==> src/rtl/ram_arb_pkg.sv <==
// Shared types and constants for the two-port block-RAM arbiter.
// Grant index 0 is the instruction-fetch port, index 1 the load/store port.
package ram_arb_pkg;

   typedef enum logic [1:0] {
      OWN_NONE  = 2'd0,
      OWN_INSTR = 2'd1,
      OWN_DATA  = 2'd2
   } owner_e;

   localparam logic GNT_INSTR = 1'b0;
   localparam logic GNT_DATA  = 1'b1;

   localparam int RAM_ADDR_WIDTH = 10;
   localparam int RAM_DATA_WIDTH = 32;

   // Maps a one-hot grant vector onto the requester that owns the next RAM response.
   function automatic owner_e owner_from_gnt(input logic [1:0] gnt);
      owner_e owner;
      owner = OWN_NONE;
      if (gnt[GNT_INSTR]) begin
         owner = OWN_INSTR;
      end else if (gnt[GNT_DATA]) begin
         owner = OWN_DATA;
      end
      return owner;
   endfunction

endpackage

==> src/rtl/rr_arb2.sv <==
// Combinational two-way round-robin arbiter; the last-grant register lives in the parent
// so this block can front any shared slave.
module rr_arb2
   import ram_arb_pkg::*;
(
   input  logic [1:0] req,
   input  logic       last_gnt,
   output logic [1:0] gnt
);

   always_comb begin
      gnt = 2'b00;
      case (req)
         2'b01:   gnt = 2'b01;
         2'b10:   gnt = 2'b10;
         // On contention the requester that did not win last time goes next.
         2'b11:   gnt = (last_gnt == GNT_INSTR) ? 2'b10 : 2'b01;
         default: gnt = 2'b00;
      endcase
   end

endmodule

==> src/rtl/ram_port_arbiter.sv <==
// Shares one single-port, byte-writable, 1-cycle-latency block RAM between the
// instruction-fetch port and the load/store port with round-robin arbitration.
module ram_port_arbiter
   import ram_arb_pkg::*;
#(
   parameter int ADDR_WIDTH = RAM_ADDR_WIDTH,
   parameter int DATA_WIDTH = RAM_DATA_WIDTH
) (
   input  logic                    clk_i,
   input  logic                    rst_i,

   input  logic                    instr_req_i,
   input  logic [ADDR_WIDTH-1:0]   instr_addr_i,
   output logic                    instr_gnt_o,
   output logic                    instr_rvalid_o,
   output logic [DATA_WIDTH-1:0]   instr_rdata_o,

   input  logic                    data_req_i,
   input  logic [DATA_WIDTH/8-1:0] data_we_i,
   input  logic [ADDR_WIDTH-1:0]   data_addr_i,
   input  logic [DATA_WIDTH-1:0]   data_wdata_i,
   output logic                    data_gnt_o,
   output logic                    data_rvalid_o,
   output logic [DATA_WIDTH-1:0]   data_rdata_o,

   output logic [DATA_WIDTH/8-1:0] ram_we_o,
   output logic [ADDR_WIDTH-1:0]   ram_addr_o,
   output logic [DATA_WIDTH-1:0]   ram_wdata_o,
   input  logic [DATA_WIDTH-1:0]   ram_rdata_i
);

   logic [1:0] req;
   logic [1:0] gnt;
   logic       last_gnt;
   owner_e     owner_p1;

   // Masking requests during reset suppresses grants, RAM writes and last_gnt updates at once.
   assign req = {data_req_i, instr_req_i} & {2{~rst_i}};

   rr_arb2 u_rr_arb2 (
      .req      (req),
      .last_gnt (last_gnt),
      .gnt      (gnt)
   );

   assign instr_gnt_o = gnt[GNT_INSTR];
   assign data_gnt_o  = gnt[GNT_DATA];

   always_comb begin
      ram_we_o    = '0;
      ram_addr_o  = '0;
      ram_wdata_o = '0;
      if (gnt[GNT_INSTR]) begin
         ram_addr_o = instr_addr_i;
      end else if (gnt[GNT_DATA]) begin
         ram_addr_o  = data_addr_i;
         ram_we_o    = data_we_i;
         ram_wdata_o = data_wdata_i;
      end
   end

   // Grant stage -> response stage: remember who owns the word the RAM returns next cycle.
   always_ff @(posedge clk_i) begin
      if (rst_i) begin
         last_gnt <= GNT_DATA;
         owner_p1 <= OWN_NONE;
      end else begin
         if (|gnt) begin
            last_gnt <= gnt[GNT_DATA];
         end
         owner_p1 <= owner_from_gnt(gnt);
      end
   end

   // Response stage is driven straight from owner_p1, so a grant issued just before
   // reset still delivers its rvalid during the first reset cycle.
   assign instr_rvalid_o = (owner_p1 == OWN_INSTR);
   assign data_rvalid_o  = (owner_p1 == OWN_DATA);
   assign instr_rdata_o  = instr_rvalid_o ? ram_rdata_i : '0;
   assign data_rdata_o   = data_rvalid_o  ? ram_rdata_i : '0;

endmodule

==> config.mk <==
export PLATFORM = sky130hd
export DESIGN_NAME = ram_port_arbiter
export DESIGN_NICKNAME = d
export VERILOG_FILES = /design/src/rtl/ram_arb_pkg.sv /design/src/rtl/rr_arb2.sv /design/src/rtl/ram_port_arbiter.sv
export SDC_FILE = /design/constraint.sdc
export NUM_CORES = 1
export LEC_CHECK = 0
export BUFFER_PORTS_ARGS = -buffer_cell sky130_fd_sc_hd__buf_4
export CAP_MARGIN = 20
export CORE_AREA = 3 3 78 80
export CTS_BUF_LIST = sky130_fd_sc_hd__clkbuf_16
export CTS_CLUSTER_SIZE = 12
export DETAILED_ROUTE_END_ITERATION = 16
export DIE_AREA = 0 0 81 83
export SYNTH_ARGS = -nofsm -noshare
export SYNTH_HDL_FRONTEND = slang
export SYNTH_HIERARCHICAL = 1
export SYNTH_SLANG_ARGS = --single-unit
==> constraint.sdc <==
create_clock -name clk_i -period 3.01 [get_ports clk_i]
set_clock_uncertainty 0.05 [all_clocks]
set_input_delay 0.1505 -clock clk_i [delete_from_list [all_inputs] [get_ports clk_i]]
set_output_delay 0.1505 -clock clk_i [all_outputs]
set_load 0.005 [all_outputs]
# After elaboration in Yosys (flattened, before gate mapping)
# Cells that the tools add are included.
# W data, S select, Z words.
# totals
register_bits	3
in_bits	92
out_inout_bits	114
elab_cells	24
# op_classes
n_eq_ne	5
muxes	12
bitwise	2
n_reduce_logical	2
# ops
op	count
$mux W32	4
$mux W10	2
$mux W4	2
$eq A2 B2 Y1 const B	3
$pmux W2 S3	1
$eq A2 B1 Y1 const B	2
$mux W2	2
$reduce_or A2 Y1	2
$and A2 B2 Y2	1
$mux W1	1
$not A1 Y1	1

# Depth between registers and ports, before layout
# logic_depth
word_depth	6
mapped_depth	6
ltp_nobuf	4

# Modules after synthesis
# The synthesis kept the hierarchy.
# modules_own_cells
module	instances	cells_each	area_each_um2	seq_area_each_um2
ram_port_arbiter	1	135	920.9	60.1
rr_arb2	1	3	18.8	0.0

# Least setup slack after synthesis
# OpenSTA, ideal clock, no wires.
# synth_timing
kind	in2out
from	input port data_req_i
to	output port ram_wdata_o[10]
arrival_time_ns	1.195
required_ns	2.809
setup_slack_ns	1.614
cell_stages	6
n_path_buf	2
path_cell_list	nor2b_1 a21boi_0 nor2b_2 buf_6 buf_6 and2_1
# synth_via
elab_chain_len	5
word_cells_on_any_way	7
classes_between	eq/ne: 3; mux: 3; bitwise: 1
# synth_rtl
item	line_no	rtl
start: declaration	ram_port_arbiter.sv:18	input logic data_req_i,
$and A2 B2 Y2 (*)	ram_port_arbiter.sv:38	assign req = {data_req_i, instr_req_i} & {2{~rst_i}};
$eq A2 B2 Y1 / $eq A2 B1 Y1 (equally long branches)	rr_arb2.sv:13	case (req)
$pmux W2 S3 (*)	rr_arb2.sv:13	
named net data_gnt_o	ram_port_arbiter.sv:22	output logic data_gnt_o,
$mux W32 (*)	ram_port_arbiter.sv:55	end else if (gnt[GNT_DATA]) begin
$mux W32 (*)	ram_port_arbiter.sv:53	if (gnt[GNT_INSTR]) begin
end: declaration	ram_port_arbiter.sv:28	output logic [DATA_WIDTH-1:0] ram_wdata_o,
# The timed path passes the listed nets; every way through them passes the cells marked *.

# Worst setup path after layout
# layout_timing
from	register last_gnt
to	output port ram_wdata_o[10]
# layout_via
elab_chain_len	4
# layout_rtl
item	line_no	rtl
start: declaration	ram_port_arbiter.sv:34	logic last_gnt;
start signal: assignment	ram_port_arbiter.sv:69	last_gnt <= gnt[GNT_DATA];
$mux W2 (*)	rr_arb2.sv:17	2'b11: gnt = (last_gnt == GNT_INSTR) ? 2'b10 : 2'b01;
$pmux W2 S3 (*)	rr_arb2.sv:13	
$mux W32	ram_port_arbiter.sv:55	
$mux W32 (*)	ram_port_arbiter.sv:53	
# Every way passes the cells marked *; elsewhere a longest branch is shown, timed or not.

==> flow_summary.yaml <==
status:
  outcome: "finished, final reports clean"
detailed_routing:
  vias_per_cell: 3.93
  drt_first_iter_violations: 28
  wirelength_mm: 4.92
  detail_route.first_pass.iterations: 4
  post_route_drc: 0
  antenna_violating_nets_post_route: 0
  wl_per_cell_um: 12.0
  dr_vias: 1608
clock_network:
  number_of_clock_buffers_inserted_by_tritoncts: 3
  cts.root.buffer_cell: "sky130_fd_sc_hd__clkbuf_16"
  cts-root-to-sink-buffers: 2
  cts_setup_buffers: 0
  clkSlewWorstSetupHoldPaths_ns: 0.03
  h_tree_level_count: 1
  clock-sinks: 3
  cts_hold_repair.buffers: 0
  cts_resized: 0
  worstSkewPairLatency_ns: 0.22
  clock_tree_from_tritoncts: "done"
worst_setup_path:
  cp-startpoint: "last_gnt"
  crit_path_start_kind: "register"
  critical_path_peak_fanout: 34
  timing.critical_path.to_type: "output pin"
  r2r-start: "last_gnt"
  cp_data_arrival_time_ns: 1.88
  crit_required_ns: 2.81
  worstSetupPathType: "register to output pin"
yosys:
  synthFlopType: "sky130_fd_sc_hd__dfxtp_1"
  syn-cell-area_um2: 940
  synthesis.instances: 138
  synthTopCellsByCount: "100 x sky130_fd_sc_hd__and2_1, 10 x sky130_fd_sc_hd__a22o_1, 7 x sky130_fd_sc_hd__buf_2"
  synthMostInstantiatedCell: "sky130_fd_sc_hd__and2_1"
  simple_logic_cell_fraction_of_the_synthesized_area_pct: 72.3
  synth_largest_type_area_fraction_pct: 66.6
  synth_enable_flop_cells: 0
  synth_adder_area_share_pct: 0
  yosysUniqueCellTypes: 14
  fraction_of_synthesis_flops_using_an_asynchronous_set_or_reset_pin_pct: 0
  synth_largest_area_cell: "sky130_fd_sc_hd__and2_1"
  post_synth_xor_area_fraction_pct: 0
  post_synth_mux_area_share_pct: 0
  yosys-top-cells-area: "sky130_fd_sc_hd__and2_1 67%, sky130_fd_sc_hd__a22o_1 9.3%, sky130_fd_sc_hd__dfxtp_1 6.4%"
  post_synth.cell_area_avg_um2: 6.81
  seq_area_frac_synth_pct: 6.39
  largest_family_of_logic_cells_by_synthesized_area: "simple AND/OR/NAND/NOR gates"
  synth_seq_cells: 3
  synth-compound-area-share_pct: 11.5
  syn_nets: 230
  synth-warning-count: 6
timing:
  post-route-period-util_pct: 69.2
  worst_pin_slew_ns: 0.947
  report.final.hold_viol_count: 0
  grt_setup_unrepaired: "false"
  final-max-slew-violation-count: 0
  fmaxAchievable_mhz: 480
  timing.max_slew.rel_slack_pct: 36.6
  finalSetupTns_ns: 0
  fin_crit_ns: 2.08
  finalSetupViolations: 0
floorplan:
  io_pins: 206
  core_region_area_um2: 5470
  die-area_um2: 6720
  chipHeight_um: 83
  die_width_um: 81
  start_util_pct: 17.2
  placementRows: 27
pwr:
  worst_ir_drop_vdd_mv: 0.221
  power_density_nw_per_um2: 187
  report.power.total_mw: 0.481
  total_leakage_power_nw: 1.50
placement:
  cell_area_reported_after_detailed_placement_um2: 2500
  portBuffers: 205
  hpwl_mm: 4.28
  globalplace.congestion: 0.734
grt:
  grt_first_pass_wirelength_mm: 7.14
  grt_antenna_before_repair: 0
  gr_util_all_layers_pct: 13.0
  largest_net_degree_at_the_start_of_global_routing: 35
  grt_overflow: 0
  grt_pass1_vias: 1605
cells_and_area:
  area_growth_syn_to_layout_pct: 174
  layout.cell_area.non_filler_um2: 2580
  drive_above_1_share_pct: 62.9
  area_used_by_multi_input_combinational_logic_um2: 787
  insertedDiodeCount: 0
  layout.core_utilization_pct: 47.1
  fillCellCount: 572
  seq_area_um2: 60.1
  layout.nets: 430
hold_path:
  hold_path.startpoint: "rst_i"
  worstHoldPathType: "input pin to register"
job:
  drv_cap: 0
## report_power, final
part | switching, mW | internal (mW)
sequential | 0.00111 | 0.0420
clock | 0.0374 | 0.171
combinational | 0.0717 | 0.158
total | 0.110 | 0.371
## final timing paths
path / end / slack (ns) / cells past startpoint
setup / recovery: ram_wdata_o[10] / 0.93 / 5
hold / removal: owner_p1[1] / 0.07 / 2
setup reg to reg: owner_p1[1] / 1.72 / 3
hold reg to reg: last_gnt / 0.46 / 2
## routing by layer
metal  part of all wire [%]  global-route usage, %  vias up
met4                   0.41                   1.38        0
met2                     53                   26.6      122
met3                     17                   6.94        2
li1                       -                      -      825
met5                      0                      0        -
met1                     29                   10.7      659
## cells by family after synthesis
logic type             after synthesis
AOI/OAI and AO/OA                   13
and+or+nand+nor                    108
buffers and inverters               14
DFF                                  3
## metrics by stage
stage	hold WS, ns	setup WS, ns	std cells
finish	0.0722	0.927	409
floorplan	0.172	1.61	138
global placement	0.300	1.07	405
global route	0.0780	0.676	409
CTS	0.0693	0.900	409
detailed placement	0.304	1.01	405
## cell usage in the layout, fill, tap and decap left out
| cell | instances |
|---|---|
| sky130_fd_sc_hd__a21boi_0 | 1 |
| sky130_fd_sc_hd__a21boi_1 | 1 |
| sky130_fd_sc_hd__a22o_1 | 10 |
| sky130_fd_sc_hd__and2_1 | 100 |
| sky130_fd_sc_hd__and2b_1 | 1 |
| sky130_fd_sc_hd__buf_4 | 207 |
| sky130_fd_sc_hd__clkbuf_16 | 3 |
| sky130_fd_sc_hd__dfxtp_1 | 3 |
| sky130_fd_sc_hd__inv_1 | 3 |
| sky130_fd_sc_hd__nor2_1 | 1 |
| sky130_fd_sc_hd__nor2b_1 | 4 |
| sky130_fd_sc_hd__nor2b_2 | 2 |
| sky130_fd_sc_hd__o21ai_0 | 1 |
## state kept, by name, indices dropped and copies added (netlist names)
name,count
last_gnt,1
owner_p1,2
## worst max-delay path: stages (launching register included)
cell	delay, ns
sky130_fd_sc_hd__dfxtp_1	0.31
sky130_fd_sc_hd__a21boi_0	0.29
sky130_fd_sc_hd__nor2b_2	0.41
sky130_fd_sc_hd__buf_4	0.35
sky130_fd_sc_hd__and2_1	0.18
sky130_fd_sc_hd__buf_4	0.11
## final cells by class
type	count	share of cell area (%)
tap	72	3.50
multi-input combinational	121	30.5
clock inverter	1	0.146
inverter	2	0.291
clock buffer	3	2.91
sequential	3	2.33
timing repair buffer	207	60.3
(Power assumes the default switching activity.)
